**src/rtl/serial_pkg.sv**
```systemverilog
// Shared types and mode encoding for the bit-serial add/sub controller.
// Package only: no timing and no flow control.
package serial_pkg;

   typedef enum logic [1:0] {
      IDLE = 2'd0,
      RUN  = 2'd1,
      DONE = 2'd2
   } ser_state_t;

   localparam logic MODE_ADD = 1'b1;
   localparam logic MODE_SUB = 1'b0;

endpackage

```
**src/rtl/fas.sv**
```systemverilog
// One-bit full adder/subtractor cell: s = a^b^cin; cout is carry (a_ns=1) or borrow (a_ns=0).
// Purely combinational, so there is no latency and no backpressure.
module fas (
   input  logic a,
   input  logic b,
   input  logic cin,
   input  logic a_ns,
   output logic s,
   output logic cout
);

   logic a_eff;

   // In subtract mode A is complemented only in the carry path, turning the majority into a borrow.
   assign a_eff = ~(a ^ a_ns);
   assign s     = a ^ b ^ cin;
   assign cout  = (a_eff & (b | cin)) | (b & cin);

endmodule

```
**src/rtl/serial_addsub_ctrl.sv**
```systemverilog
// Bit-serial N-bit add/sub around one fas cell, LSB first, one bit per clock.
// Latency: start accept to done is N edges; start is ignored while busy, so there is no queueing.
module serial_addsub_ctrl
   import serial_pkg::*;
#(
   parameter int N = 8
) (
   input  logic         clk,
   input  logic         rst,
   input  logic         start,
   input  logic [N-1:0] a_in,
   input  logic [N-1:0] b_in,
   input  logic         a_ns_in,
   output logic         busy,
   output logic         done,
   output logic [N-1:0] result,
   output logic         cout_out
);

   localparam int CNT_W = $clog2(N + 1);
   localparam logic [CNT_W-1:0] LAST_BIT = CNT_W'(N - 1);

   ser_state_t state;
   ser_state_t state_nxt;

   logic [N-1:0]     a_sr;
   logic [N-1:0]     b_sr;
   logic [N-1:0]     s_sr;
   logic             carry_q;
   logic             mode_q;
   logic [CNT_W-1:0] cnt;

   logic accept;
   logic step;
   logic last_step;

   logic fas_s;
   logic fas_cout;

   // Cell inputs come only from flops, so the cell delay is the only combinational stage per clock.
   fas u_fas (
      .a    (a_sr[0]),
      .b    (b_sr[0]),
      .cin  (carry_q),
      .a_ns (mode_q),
      .s    (fas_s),
      .cout (fas_cout)
   );

   always_ff @(posedge clk) begin
      if (rst) begin
         state <= IDLE;
      end else begin
         state <= state_nxt;
      end
   end

   always_comb begin
      state_nxt = state;
      accept    = 1'b0;
      step      = 1'b0;
      last_step = 1'b0;
      busy      = 1'b0;
      done      = 1'b0;
      case (state)
         IDLE: begin
            if (start) begin
               accept    = 1'b1;
               state_nxt = RUN;
            end
         end
         RUN: begin
            busy = 1'b1;
            step = 1'b1;
            if (cnt == LAST_BIT) begin
               last_step = 1'b1;
               state_nxt = DONE;
            end
         end
         DONE: begin
            busy      = 1'b1;
            done      = 1'b1;
            state_nxt = IDLE;
         end
         default: begin
            state_nxt = IDLE;
         end
      endcase
   end

   always_ff @(posedge clk) begin
      if (rst) begin
         a_sr     <= '0;
         b_sr     <= '0;
         s_sr     <= '0;
         carry_q  <= 1'b0;
         mode_q   <= MODE_SUB;
         cnt      <= '0;
         result   <= '0;
         cout_out <= 1'b0;
      end else if (accept) begin
         a_sr    <= a_in;
         b_sr    <= b_in;
         mode_q  <= a_ns_in;
         carry_q <= 1'b0;
         cnt     <= '0;
      end else if (step) begin
         a_sr    <= {1'b0, a_sr[N-1:1]};
         b_sr    <= {1'b0, b_sr[N-1:1]};
         s_sr    <= {fas_s, s_sr[N-1:1]};
         carry_q <= fas_cout;
         cnt     <= cnt + CNT_W'(1);
         // Outputs move only on the final bit so they never show a partial sum.
         if (last_step) begin
            result   <= {fas_s, s_sr[N-1:1]};
            cout_out <= fas_cout;
         end
      end
   end

endmodule

```
**config.mk**
```make
export PLATFORM = sky130hd
export DESIGN_NAME = serial_addsub_ctrl
export DESIGN_NICKNAME = d
export VERILOG_FILES = /design/src/rtl/serial_pkg.sv /design/src/rtl/fas.sv /design/src/rtl/serial_addsub_ctrl.sv
export SDC_FILE = /design/constraint.sdc
export NUM_CORES = 1
export LEC_CHECK = 0
export ABC_AREA = 1
export BUFFER_PORTS_ARGS = -buffer_cell sky130_fd_sc_hd__buf_2
export CORE_ASPECT_RATIO = 1.5
export CORE_MARGIN = 2
export CORE_UTILIZATION = 45
export DETAILED_ROUTE_END_ITERATION = 10
export PLACE_DENSITY = 0.75
export SETUP_SLACK_MARGIN = 0.15
export SYNTH_ARGS = -nofsm -noshare
export SYNTH_HDL_FRONTEND = slang
export SYNTH_SLANG_ARGS = --single-unit
```
**constraint.sdc**
```tcl
create_clock -name clk -period 2.7 [get_ports clk]
set_input_delay 0.675 -clock clk [delete_from_list [all_inputs] [get_ports clk]]
set_output_delay 0.675 -clock clk [all_outputs]
set_load 0.1 [all_outputs]
```
### Word level (Yosys, flattened, before mapping)

Index checks and enable logic that the tools add are counted.

| operators by class | value |
|---|---|
| bitwise logic cells | 9 |
| mux-type cells | 14 |
| add/subtract/negate cells | 1 |
| $lt $le $gt $ge | 0 |
| $mul | 0 |
| shift operators | 0 |
| reduce and logical (&&, ||, !) cells | 7 |
| eq/ne operators | 5 |
| divide/modulo/power cells | 0 |

Operator list:

| operator | number |
|---|---|
| 2-to-1 mux 8 bit | 4 |
| 2-to-1 mux 1 bit | 7 |
| adder 4 x 1 -> 4 bit, second input constant | 1 |
| == test 4 x 3 -> 1 bit, second input constant | 1 |
| 2-to-1 mux 2 bit | 2 |
| != test 2 bit, second input constant | 2 |
| one-hot mux 2 bit (2 select lines) | 1 |
| AND reduction 2 bit | 2 |
| OR reduction 2 bit | 2 |
| AND reduction 3 bit | 1 |
| bitwise XOR 1 bit | 3 |
| bitwise AND 1 bit | 2 |
| == test 2 x 1 -> 1 bit, second input constant | 1 |
| == test 2 bit, second input constant | 1 |
| logical NOT 2 bit | 1 |
| NOT 1 bit | 2 |
| OR 1 bit | 2 |
| nonzero test 2 bit | 1 |

| storage, ports and cells | value |
|---|---|
| word-level logic and storage cells | 45 |
| output and inout port bits | 11 |
| ROM bits | 0 |
| memories | 0 |
| bits in writable memories | 0 |
| register bits after elaboration | 41 |
| bits in latches | 0 |

### Longest topological paths before layout

| logic depth | value |
|---|---|
| word-level depth | 4 |
| mapped depth | 9 |
| gate-level depth less buffers | 8 |

### Cells and area by module

Synthesis repeated with hierarchy kept, for this count alone.

| unflattened totals | value |
|---|---|
| cells, all modules | 241 |
| area, all modules | 1836.8 um^2 |

Modules (own cells, without submodules):

| module | times used | area each (um^2) | cells an instance |
|---|---|---|---|
| serial_addsub_ctrl | 1 | 1779.2 | 227 |
| fas | 1 | 57.6 | 14 |

### Worst setup path after synthesis

OpenSTA, ideal clock, no wires.

| timing | value |
|---|---|
| path kind | register -> output |
| start | reg state[0] |
| end | out busy |
| setup slack | 0.753 ns |
| path buffers | 0 |
| arrival time | 1.272 ns |
| stages on the path, launching flop included | 3 |
| cell sequence | dfxtp_1 > inv_1 > ha_1 |

| on the way | value |
|---|---|
| cells in the longest elaborated chain, start to end | 3 |

RTL lines:

| item | line | source |
|---|---|---|
| start, declared | serial_addsub_ctrl.sv:23 | `ser_state_t state;` |
| start signal, assigned | serial_addsub_ctrl.sv:54 | `state <= state_nxt;` |
| == test 2 x 1 -> 1 bit or == test 2 bit (tied branches) | serial_addsub_ctrl.sv:65 | `case (state)` |
| OR reduction 2 bit (no line) * | - |  |
| 2-to-1 mux 1 bit * | serial_addsub_ctrl.sv:65 |  |
| end, declared | serial_addsub_ctrl.sv:14 | `output logic busy,` |

Mark *: on every way between the ends. The rest lies on a longest branch, timed or not.

### Worst setup path after layout

Same ends and word-level chain as after synthesis.

==> summary.md <==
| Metric | Value |
|---|---|
| Sw power | `866 uW` |
| HPWL after DPL | `2470 um` |
| DRC Markers | `0` |
| Vias in the first global route | `1489` |
| Fillcell total | `398` |
| Post-CTS sizing | `0` |
| # port buffers | `30` |
| Pins over their slew limit | `0` |
| Outcome | `finished clean` |
| CP Launch Type | `flop` |
| Synthesis Warnings | `0` |
| Peak supply drop | `1020 uV` |
| Leakage | `0.921 nW` |
| Worst skew pair latency | `290 ps` |
| Share of layout cells above drive strength 1 | `16.2%` |
| DR vias | `1601` |
| Routed WL per cell | `10.7 um` |
| Clock power share | `19.9%` |
| Synth cell types | `18` |
| Cell area after layout | `2040 sq um` |
| Sw Share | `42.2%` |
| # nets final | `303` |
| Sequential share of power | `40.7%` |
| Area Growth Syn to Fin | `14.3%` |
| Fmax | `469 MHz` |
| WL final | `3450 um` |
| 1st-iter DRT viols | `36` |
| CTS max path bufs | `2` |
| Die Footprint | `4490 sq um` |
| Core Region | `3890 sq um` |
| Setup Viol. Count Final | `0` |
| GP Congestion | `0.759` |
| Setup TNS | `0 ps` |
| GRT Total Usage | `17.4%` |
| Seq cells post-synth | `40` |
| H-tree depth | `2` |
| # rows | `28` |
| Register area share after synthesis | `44.9%` |
| Comb power frac | `39.4%` |
| Worst setup EP type | `output port` |
| Via density | `4.96` |
| Die H | `81.1 um` |
| CTS tree | `done` |
| Worst min path class | `reg2reg` |
| Initial antenna violation count | `0` |
| Syn_area_per_cell | `7.16 sq um` |
| Largest net degree at the start of global routing | `29` |
| Worst Path Max Fanout | `4` |
| Max incr delay on CP | `410 ps` |
| DP Area | `1950 sq um` |
| Post-route ant nets | `0` |
| Internal power | `1.19 mW` |
| Post-CTS Setup Repair Bufs | `0` |
| Worst-Margin Slew | `485 ps` |
| Synthesized area | `1780 sq um` |
| Die width | `55.4 um` |
| Critical path arrival | `1460 ps` |
| Antenna fix cells | `0` |
| CTS Sinks | `40` |
| Synthesized instance count | `249` |
| Final period utilization | `79.0%` |
| Pwr dens | `1010 nW/um^2` |
| Relative slew margins | `67.9%` |
| Root buf cell | `clkbuf_8` |
| RSZ-0062 raised after global routing | `no` |
| Maxcap violations | `0` |
| GRT overflow | `0` |
| Clk_skew | `2.38 ps` |
| Clk pin slew, worst setup/hold paths | `70 ps` |
| Crit path cell chain | `inv_1 -> ha_1 -> buf_2` |
| DR pass1 iterations | `4` |
| CP Class | `reg2out` |
| Slowest cell on crit path | `buf_2` |
| Worst Path Required | `2030 ps` |
| CTS Buf Count | `5` |
| First-pass GRT wire length | `6140 um` |
| Minimum clock period | `2130 ps` |
| Hold buffers post-CTS | `0` |
| IO Count | `31` |
| Syn Nets | `275` |
| Final hold vios | `0` |
| Starting Density | `45.8%` |
[critical path: cells and delay by family (launching register included)]
kind,cells,cell delay (ps)
buf+inv,2,510
fa+ha+maj,1,280
flops,1,380
[placed cells by master, fill, tap and decap left out]
| cell | instances |
|---|---|
| nand2_1 | 76 |
| dfxtp_1 | 40 |
| a21oi_1 | 35 |
| buf_2 | 30 |
| o21ai_0 | 22 |
| inv_1 | 19 |
| nor2_1 | 18 |
| nand3_1 | 13 |
| ha_1 | 6 |
| clkbuf_8 | 6 |
| buf_4 | 4 |
| nor2_4 | 2 |
| clkbuf_1 | 2 |
| nand2_2 | 1 |
| inv_2 | 1 |
| nand3_2 | 1 |
| xor2_1 | 1 |
| a211oi_1 | 1 |
[state kept, by name, indices dropped and copies added (netlist names)]
register  flops
a_sr          8
b_sr          8
carry_q       1
cnt           4
cout_out      1
mode_q        1
result        8
s_sr          7
state         2
[power groups by stage]
stage | registers, mW | clock network (mW) | logic, mW
after detailed placement | 0.847 | 0 | 0.812
final | 0.836 | 0.410 | 0.809
after global placement | 0.843 | 0 | 0.803
after global routing | 0.857 | 0.441 | 0.930
after CTS | 0.835 | 0.418 | 0.815
after floorplan | 0.823 | 0 | 0.705
[per-layer routing]
metal  global-route usage (%)  vias up  wire [um]
met5                        0        -          0
met4                     8.78        0         76
met3                     4.46        6        149
met2                     32.1       28       1710
met1                     18.0      716       1520
li1                         -      851          -
[kinds of logic (layout without fill, tap and decap cells)]
logic type      count (synthesis)  count (layout)  synth area share, %
buf+inv                        33              62                 8.29
fa+ha+maj                       6               6                 4.21
flops                          40              40                 44.9
compound gates                 58              58                 16.4
simple gates                  111             111                 25.6
xor+xnor                        1               1                0.492
[Yosys cell counts]
cell type	number	share of area, %
nand3_2	1	0.56
nand2_1	76	16
nand3_1	13	3.7
dfxtp_1	40	45
nor2_1	18	3.8
buf_6	2	1.3
nor2_4	2	1.3
nand2_2	1	0.35
o21ai_0	22	6.2
inv_2	1	0.21
a211oi_1	1	0.42
clkbuf_1	6	1.3
xor2_1	1	0.49
inv_1	19	4.0
buf_4	1	0.42
ha_1	6	4.2
a21oi_1	35	9.8
buf_2	4	1.1
[cell type report]
type / instances / area, sq um / share of cell area, %
repair buffers: 34 / 180 / 8.85
well taps: 45 / 56.3 / 2.77
multi-input cells: 176 / 833 / 40.9
inverters: 20 / 75.1 / 3.69
clock buffers: 8 / 90.1 / 4.43
flip-flops and latches: 40 / 801 / 39.3
[path summary, 6_finish.rpt]
kind	start	cells after the start	to	slack [ps]
min reg2reg	result[3]	2	result[3]	460
min	result[3]	2	result[3]	460
max	state[0]	3	busy	570
max reg2reg	state[1]	7	cout_out	1040
[metrics by stage]
step           worst slack [ps]  instances  hold WS, ps  util, %  power [mW]
2_1_floorplan               753        249          439        -        1.53
3_5_place_dp                885        315          454     50.0        1.66
4_1_cts                     556        323          465     52.3        2.07
3_3_place_gp                902        315          446     50.0        1.65
5_1_grt                     465        323          483     52.3        2.23
6_report                    568        323          462     52.3        2.05
No activity file was read; power rests on OpenSTA's default activity.
